File: src/rtl/sched_pkg.sv
// Shared types for the in-order issue scheduler: register index and one decoded lane slot.
package sched_pkg;

    localparam int SCHED_REG_W = 5;

    typedef logic [SCHED_REG_W-1:0] reg_idx_t;

    typedef struct packed {
        logic     valid;
        logic     wen;
        reg_idx_t rd;
        reg_idx_t rs1;
        reg_idx_t rs2;
    } lane_ins_t;

    localparam reg_idx_t REG_ZERO = '0;

endpackage

File: src/rtl/reg_scoreboard.sv
// Per-register writeback countdown; a register reads as busy until WB_LAT cycles after its writer issued.
module reg_scoreboard #(
    parameter int LANES  = 2,
    parameter int NREGS  = 32,
    parameter int REG_W  = 5,
    parameter int WB_LAT = 2,
    parameter int NQ     = 4
) (
    input  logic                        clk,
    input  logic                        n_rst,
    input  logic [LANES-1:0]            set_en,
    input  logic [LANES-1:0][REG_W-1:0] set_rd,
    input  logic [NQ-1:0][REG_W-1:0]    query,
    output logic [NQ-1:0]               busy
);

    // WB_LAT == 0 loads zero, so every register simply never becomes busy.
    localparam int CW = (WB_LAT > 0) ? $clog2(WB_LAT + 1) : 1;

    logic [NREGS-1:0] reg_busy;

    for (genvar r = 0; r < NREGS; r++) begin : g_reg
        logic          load;
        logic [CW-1:0] cnt;

        always_comb begin
            load = 1'b0;
            for (int l = 0; l < LANES; l++)
                if (set_en[l] && set_rd[l] == REG_W'(r) && r != 0) load = 1'b1;
        end

        // A fresh issue overrides an in-progress countdown.
        always_ff @(posedge clk or negedge n_rst) begin
            if (!n_rst)           cnt <= '0;
            else if (load)        cnt <= CW'(WB_LAT);
            else if (cnt != '0)   cnt <= cnt - 1'b1;
        end

        assign reg_busy[r] = (cnt != '0);
    end

    for (genvar q = 0; q < NQ; q++) begin : g_query
        assign busy[q] = reg_busy[query[q]];
    end

endmodule

File: src/rtl/issue_scheduler.sv
// N-lane in-order issue scheduler: holds one decoded bundle and issues the longest hazard-free prefix per cycle.
module issue_scheduler
    import sched_pkg::*;
#(
    parameter int LANES  = 2,
    parameter int NREGS  = 32,
    parameter int REG_W  = 5,
    parameter int WB_LAT = 2,
    parameter int CNT_W  = 16
) (
    input  logic                        clk,
    input  logic                        n_rst,
    input  logic                        in_valid,
    output logic                        in_ready,
    input  logic [LANES-1:0]            in_lane_valid,
    input  logic [LANES-1:0]            in_wen,
    input  logic [LANES-1:0][REG_W-1:0] in_rd,
    input  logic [LANES-1:0][REG_W-1:0] in_rs1,
    input  logic [LANES-1:0][REG_W-1:0] in_rs2,
    input  logic                        flush,
    output logic [LANES-1:0]            issue_en,
    output logic [LANES-1:0][REG_W-1:0] issue_rd,
    output logic [LANES-1:0][REG_W-1:0] issue_rs1,
    output logic [LANES-1:0][REG_W-1:0] issue_rs2,
    output logic                        dep_stall,
    output logic [CNT_W-1:0]            stall_cnt
);

    if (REG_W != SCHED_REG_W) begin : g_width_check
        $error("issue_scheduler: REG_W must match sched_pkg::SCHED_REG_W");
    end

    lane_ins_t [LANES-1:0]              held;
    logic      [LANES-1:0]              pending;
    logic      [LANES-1:0]              issue_raw;
    logic      [LANES-1:0]              hazard;
    logic      [2*LANES-1:0][REG_W-1:0] query;
    logic      [2*LANES-1:0]            src_busy;
    logic                               prefix_ok;

    for (genvar i = 0; i < LANES; i++) begin : g_lane
        assign pending[i]    = held[i].valid;
        assign issue_rd[i]   = held[i].rd;
        assign issue_rs1[i]  = held[i].rs1;
        assign issue_rs2[i]  = held[i].rs2;
        assign query[2*i]    = held[i].rs1;
        assign query[2*i+1]  = held[i].rs2;
    end

    reg_scoreboard #(
        .LANES (LANES),
        .NREGS (NREGS),
        .REG_W (REG_W),
        .WB_LAT(WB_LAT),
        .NQ    (2*LANES)
    ) u_sb (
        .clk   (clk),
        .n_rst (n_rst),
        .set_en(issue_en & in_wen_held()),
        .set_rd(issue_rd),
        .query (query),
        .busy  (src_busy)
    );

    function automatic logic [LANES-1:0] in_wen_held();
        logic [LANES-1:0] w;
        for (int i = 0; i < LANES; i++) w[i] = held[i].wen;
        return w;
    endfunction

    // Prefix walk: a blocked pending lane stops everything above it; empty slots are skipped.
    always_comb begin
        issue_raw = '0;
        hazard    = '0;
        prefix_ok = 1'b1;
        for (int i = 0; i < LANES; i++) begin
            hazard[i] = src_busy[2*i] | src_busy[2*i+1];
            for (int j = 0; j < i; j++)
                if (issue_raw[j] && held[j].wen && held[j].rd != REG_ZERO &&
                    (held[j].rd == held[i].rs1 || held[j].rd == held[i].rs2 ||
                     (held[i].wen && held[j].rd == held[i].rd)))
                    hazard[i] = 1'b1;
            if (held[i].valid) begin
                issue_raw[i] = prefix_ok && !hazard[i];
                prefix_ok    = prefix_ok && !hazard[i];
            end
        end
    end

    assign issue_en  = flush ? '0 : issue_raw;
    assign in_ready  = !flush && ((pending & ~issue_en) == '0);
    assign dep_stall = (pending != '0) && (issue_en == '0);

    always_ff @(posedge clk or negedge n_rst) begin
        if (!n_rst) begin
            held <= '0;
        end else if (flush) begin
            for (int i = 0; i < LANES; i++) held[i].valid <= 1'b0;
        end else if (in_valid && in_ready) begin
            for (int i = 0; i < LANES; i++)
                held[i] <= '{valid: in_lane_valid[i], wen: in_wen[i],
                             rd: in_rd[i], rs1: in_rs1[i], rs2: in_rs2[i]};
        end else begin
            for (int i = 0; i < LANES; i++)
                if (issue_en[i]) held[i].valid <= 1'b0;
        end
    end

    always_ff @(posedge clk or negedge n_rst) begin
        if (!n_rst)
            stall_cnt <= '0;
        else if (dep_stall && stall_cnt != {CNT_W{1'b1}})
            stall_cnt <= stall_cnt + 1'b1;
    end

endmodule

File: config.mk
export PLATFORM = sky130hd
export DESIGN_NAME = issue_scheduler
export DESIGN_NICKNAME = d
export VERILOG_FILES = /design/src/rtl/sched_pkg.sv /design/src/rtl/reg_scoreboard.sv /design/src/rtl/issue_scheduler.sv
export SDC_FILE = /design/constraint.sdc
export NUM_CORES = 1
export LEC_CHECK = 0
export BUFFER_PORTS_ARGS = -buffer_cell sky130_fd_sc_hd__buf_2
export CELL_PAD_IN_SITES_DETAIL_PLACEMENT = 0
export CELL_PAD_IN_SITES_GLOBAL_PLACEMENT = 1
export CORE_MARGIN = 2
export CORE_UTILIZATION = 50
export CTS_CLUSTER_SIZE = 30
export DETAILED_ROUTE_END_ITERATION = 8
export PLACE_DENSITY = 0.85
export SYNTH_ARGS = -nofsm -noshare
export SYNTH_HDL_FRONTEND = slang
export SYNTH_SLANG_ARGS = --single-unit
export TNS_END_PERCENT = 1
File: constraint.sdc
create_clock -name clk -period 8.9 [get_ports clk]
set_input_delay 2.67 -clock clk [delete_from_list [all_inputs] [get_ports clk]]
set_output_delay 2.67 -clock clk [all_outputs]
set_load 0.01 [all_outputs]
# Yosys cells after proc, flatten, opt, wreduce, memory -nomap -nowiden
# Index checks and enable logic that the tools add are counted.
# totals
in_bits,38
output_inout_bits,50
ff_bits,114
# classes
eq_ne,66
n_addsub,33
reduce_logical,146
n_mux,143
n_bitwise,6
n_lt_le_gt_ge,4
# op_table
operator,n
equality test 5 bit (second input constant),32
nonzero test 2 bit,64
2-to-1 mux 2 bit,63
equality test 5 x 4 -> 1 bit (second input constant),16
2-to-1 mux 1 bit,76
logical AND 1 bit,71
subtractor 2 x 1 -> 2 bit (second input constant),32
equality test 5 x 3 -> 1 bit (second input constant),8
< comparator 5 x 6 -> 1 bit (second input constant),4
binary-select mux 1 bit (select 5 bit),4
equality test 5 x 2 -> 1 bit (second input constant),4
adder 16 x 1 -> 16 bit (second input constant),1
!= test 16 bit (second input constant),1
equality test 5 bit,3
equality test 5 x 1 -> 1 bit (second input constant),2
nonzero test 3 bit,2
nonzero test 5 bit,1
bitwise AND 2 bit,2
zero test 2 bit,2
zero test 1 bit,3
logical OR 1 bit,2
NOT 2 bit,1
bitwise OR 1 bit,2
AND reduction 2 bit,1
NOT 1 bit,1

# Logic depth before layout (Yosys ltp)
# logic_depth
ltp_word,21
mapped_depth,13
depth_no_buf,10

# Hierarchy
# Synthesis repeated with hierarchy kept, for this count alone.
# unflattened
cells_unflattened,769
hier_area_um2,7583.5
# by_module_without_submodules
module,n_inst,area_each_um2,cells_per_inst
reg_scoreboard,1,4850.9,551
issue_scheduler,1,2732.6,218

# Worst setup path after synthesis
# No wires, ideal clock.
# synth_path
path_kind,input to output
startpoint,in flush
endpoint,out dep_stall
arrival_time_ns,3.422
setup_slack_ns,2.808
path_buffers,1
cell_stages,4
path_cell_list,nand2b_1 a221oi_2 buf_2 nor3_1
# synth_via
elab_chain_len,3
# synth_rtl
element,line_no,rtl
from (decl),issue_scheduler.sv:20,"input logic flush,"
2-to-1 mux 2 bit,issue_scheduler.sv:90,assign issue_en = flush ? '0 : issue_raw;
via issue_en[0],issue_scheduler.sv:21,"output logic [LANES-1:0] issue_en,"
zero test 2 bit,issue_scheduler.sv:92,assign dep_stall = (pending != '0) && (issue_en == '0);
logical AND 1 bit,issue_scheduler.sv:92,
to (decl),issue_scheduler.sv:25,"output logic dep_stall,"
# The timed path passes the listed nets, and every way through them passes these cells.

# Final worst setup path
# layout_path
startpoint,in flush
endpoint,out dep_stall
# layout_via
elab_chain_len,3
# layout_rtl
element,line_no
2-to-1 mux 2 bit,issue_scheduler.sv:90
zero test 2 bit,issue_scheduler.sv:92
logical AND 1 bit,issue_scheduler.sv:92
# Every way passes these cells.

==> impl_metrics.toml <==
[setup_path]
path_buf_inv = 3
worst_path_max_delay_cell = "buf_4"
cp.required_ps = 6230
crit_path_start_kind = "primary input"
cpPeakStageDelay_ps = 240
criticalPathCategory = "primary input to primary output"
arrival_ps = 3630
worstPathCellList = "buf_2 -> nand2b_1 -> a221oi_2 -> buf_4 -> nor3_1 -> buf_2"
cp_max_fo = 15
path_common_cell = "buf_2"
cp_top_family = "buffers and inverters"
end_kind = "primary output"

[timing]
setup_viol = 0
timing.final.crit_share = 0.707
worstMarginPinSlew_ps = 1270
skew_ps = 10.4
rsz0062_at_grt = "no"
hold_violations = 0
setup_ws_ps = 2600
fmax_mhz = 159
drv_slew = 0
min_period_ps = 6300
whs_ps = 479
tns_ps = 0
relSlewSlack = 0.149

[drt]
dr.first_iter.drc_count = 542
viasPerCell = 6.13
ant_nets = 0
vias = 5966
wirelength_um = 19700
drc = 0
first_pass_iters = 5
avgRoutedWirePerCell_um = 20.2

[hold_path]
min_path_type = "register to register"

[yosys]
synth_mux_area_frac = 0.140
async_flop_share = 1.00
post_synth_fa_ha_maj_area_fraction = 0.0547
synth_seq_cells = 114
yosys_warnings = 0
synth.largest_area_cell = "dfrtp_1"
synth_area_leaders = "dfrtp_1 (38%), mux2i_1 (7.3%), ha_1 (5.5%), xor2_1 (5.1%), mux2_2 (4.9%)"
synth_area_mm2 = 0.00755
synthSimpleGateAreaFrac = 0.120
synth_edf_count = 0
syn_area_per_cell_um2 = 10.2
ys_types = 57
synth_xor_area_frac = 0.0719
synth-compound-area-share = 0.139
synth_top_family_by_area = "multiplexers"
ys_seq_area_frac = 0.378
synth_top_area_frac = 0.378
synthesis.nets = 812
ys.flop_type = "dfrtp_1"
synthCells = 741

[floorplan]
die_w_um = 127
start_util = 0.516
die_area_mm2 = 0.0161
coreArea_mm2 = 0.0146
fp.dieH_um = 127
pin_count = 88
rows = 44

[pwr]
ir_drop_v = 0.000228
power_density_mw_per_mm2 = 411
power.leakage_uw = 0.00395

[grt]
overflow = 0
first_global_vias = 6235
grt_pass1_wl_um = 32400
grt_max_degree = 71
grtUsageTotal = 0.256
antenna_found_initial = 0

[place]
place_worst_setup_slack_ps = 2610
portBuffers = 87
hpwl_um = 13700
routabilityCongestion = 0.898

[clocking]
cts_buffer_depth = 2
cts.sinks = 114
path_clk_slew_ps = 60
ctsResizeCount = 0
postCtsSetupBuffers = 0
hold_buffers = 0
htree_levels = 4
cts-buffers-inserted = 17
clock_latency_ps = 420
cts-root-buf = "clkbuf_16"
cts_tree = "built"

[finish]
final_nets = 848
num_antenna_cells = 0
post_route_cells_drive_above_1_share = 0.215
area_growth_pct = 10.9

[job]
maxCapViolCount = 0

[run_status]
status = "finished clean"
==> kinds of logic after synthesis <==
kind of cell / Yosys count
adders and majority gates: 33
muxes: 94
DFF: 114
AOI/OAI and AO/OA: 132
buffers and inverters: 141
and+or+nand+nor: 165
xor gates and xnor gates: 62
==> Yosys cell counts, types with 3 or more instances <==
| cell type | number |
|---|---|
| and3b_1 | 4 |
| xnor2_1 | 18 |
| buf_4 | 35 |
| mux2i_1 | 55 |
| mux4_2 | 6 |
| buf_6 | 7 |
| nor3b_1 | 11 |
| nand4b_1 | 3 |
| nor3_1 | 6 |
| dfrtp_1 | 114 |
| nand2b_1 | 5 |
| and4b_1 | 4 |
| xor2_1 | 44 |
| ha_1 | 33 |
| o211ai_1 | 3 |
| a31oi_1 | 4 |
| a221o_1 | 27 |
| buf_1 | 3 |
| clkbuf_1 | 17 |
| nand2_1 | 53 |
| mux2_2 | 33 |
| a221oi_1 | 27 |
| o22ai_1 | 3 |
| and2_1 | 7 |
| nor2_1 | 15 |
| a2111oi_0 | 3 |
| a21oi_1 | 7 |
| nand3_1 | 14 |
| a22oi_1 | 13 |
| nor2b_1 | 10 |
| nor4_1 | 6 |
| nand4_1 | 5 |
| buf_2 | 14 |
| inv_1 | 65 |
| and3_1 | 10 |
| o21ai_0 | 29 |
==> per-stage QoR <==
stage                     total power, uW  utilization  area, um^2  instances
after floorplan                      2340            -        7550        741
final                                3440        0.572        8380        974
after CTS                            3430        0.572        8380        974
after global placement               2620        0.531        7780        942
after detailed placement             2720        0.531        7780        942
after global routing                 3700        0.572        8380        974
==> layer usage <==
metal  up-vias  part of all wire  GRT usage
met5         -                 0          0
met4         0             0.029      0.109
met3        43             0.071     0.0683
met2       233              0.47      0.401
met1      2964              0.43      0.338
li1       2726                 -          -
==> sequential cells by signal (all words and copies together) (netlist names) <==
signal	cells
u_sb.g.cnt	64
issue_rs1	10
issue_rd	10
issue_rs2	10
held	4
stall_cnt	16
==> worst paths after layout <==
path | slack (ps) | from | cells after the start | to
setup / recovery | 2600 | flush | 6 | dep_stall
hold / removal | 480 | u_sb.g_reg[0].cnt[0] | 1 | u_sb.g_reg[0].cnt[0]
setup reg to reg | 5030 | issue_rs1[0] | 9 | issue_rs2[3]
hold reg to reg | 480 | u_sb.g_reg[0].cnt[0] | 1 | u_sb.g_reg[0].cnt[0]
max in group asynchronous | 5350 | n_rst | 2 | held[33]
min in group asynchronous | 2240 | n_rst | 1 | u_sb.g_reg[16].cnt[1]
==> area by class of cell <==
cell class / count / area [um^2]
fillers: 1245 / 6270
multi-input cells: 486 / 3970
flip-flops and latches: 114 / 2850
repair buffers: 93 / 483
clock buffers: 21 / 470
inverters: 65 / 244
well taps: 184 / 230
clock inverters: 11 / 128
==> report_power, final <==
part | internal [uW] | switching, uW | total [uW] | leakage, uW
Sequential | 765 | 338 | 1100 | 0.00135
Clock | 435 | 254 | 690 | 0.000286
Combinational | 795 | 851 | 1650 | 0.00231
==> placed cells by master, fill, tap and decap left out, types with 11 or more instances in the layout <==
cell type  count
o21ai_0       29
inv_1         65
nand2_1       53
ha_1          33
a221o_1       27
mux2_2        33
xnor2_1       18
dfrtp_1      114
mux2i_1       55
nand3_1       14
a221oi_1      27
nor3b_1       11
buf_2         86
a22oi_1       13
xor2_1        44
clkbuf_16     17
nor2_1        15
No activity file was read; power rests on OpenSTA's default activity.
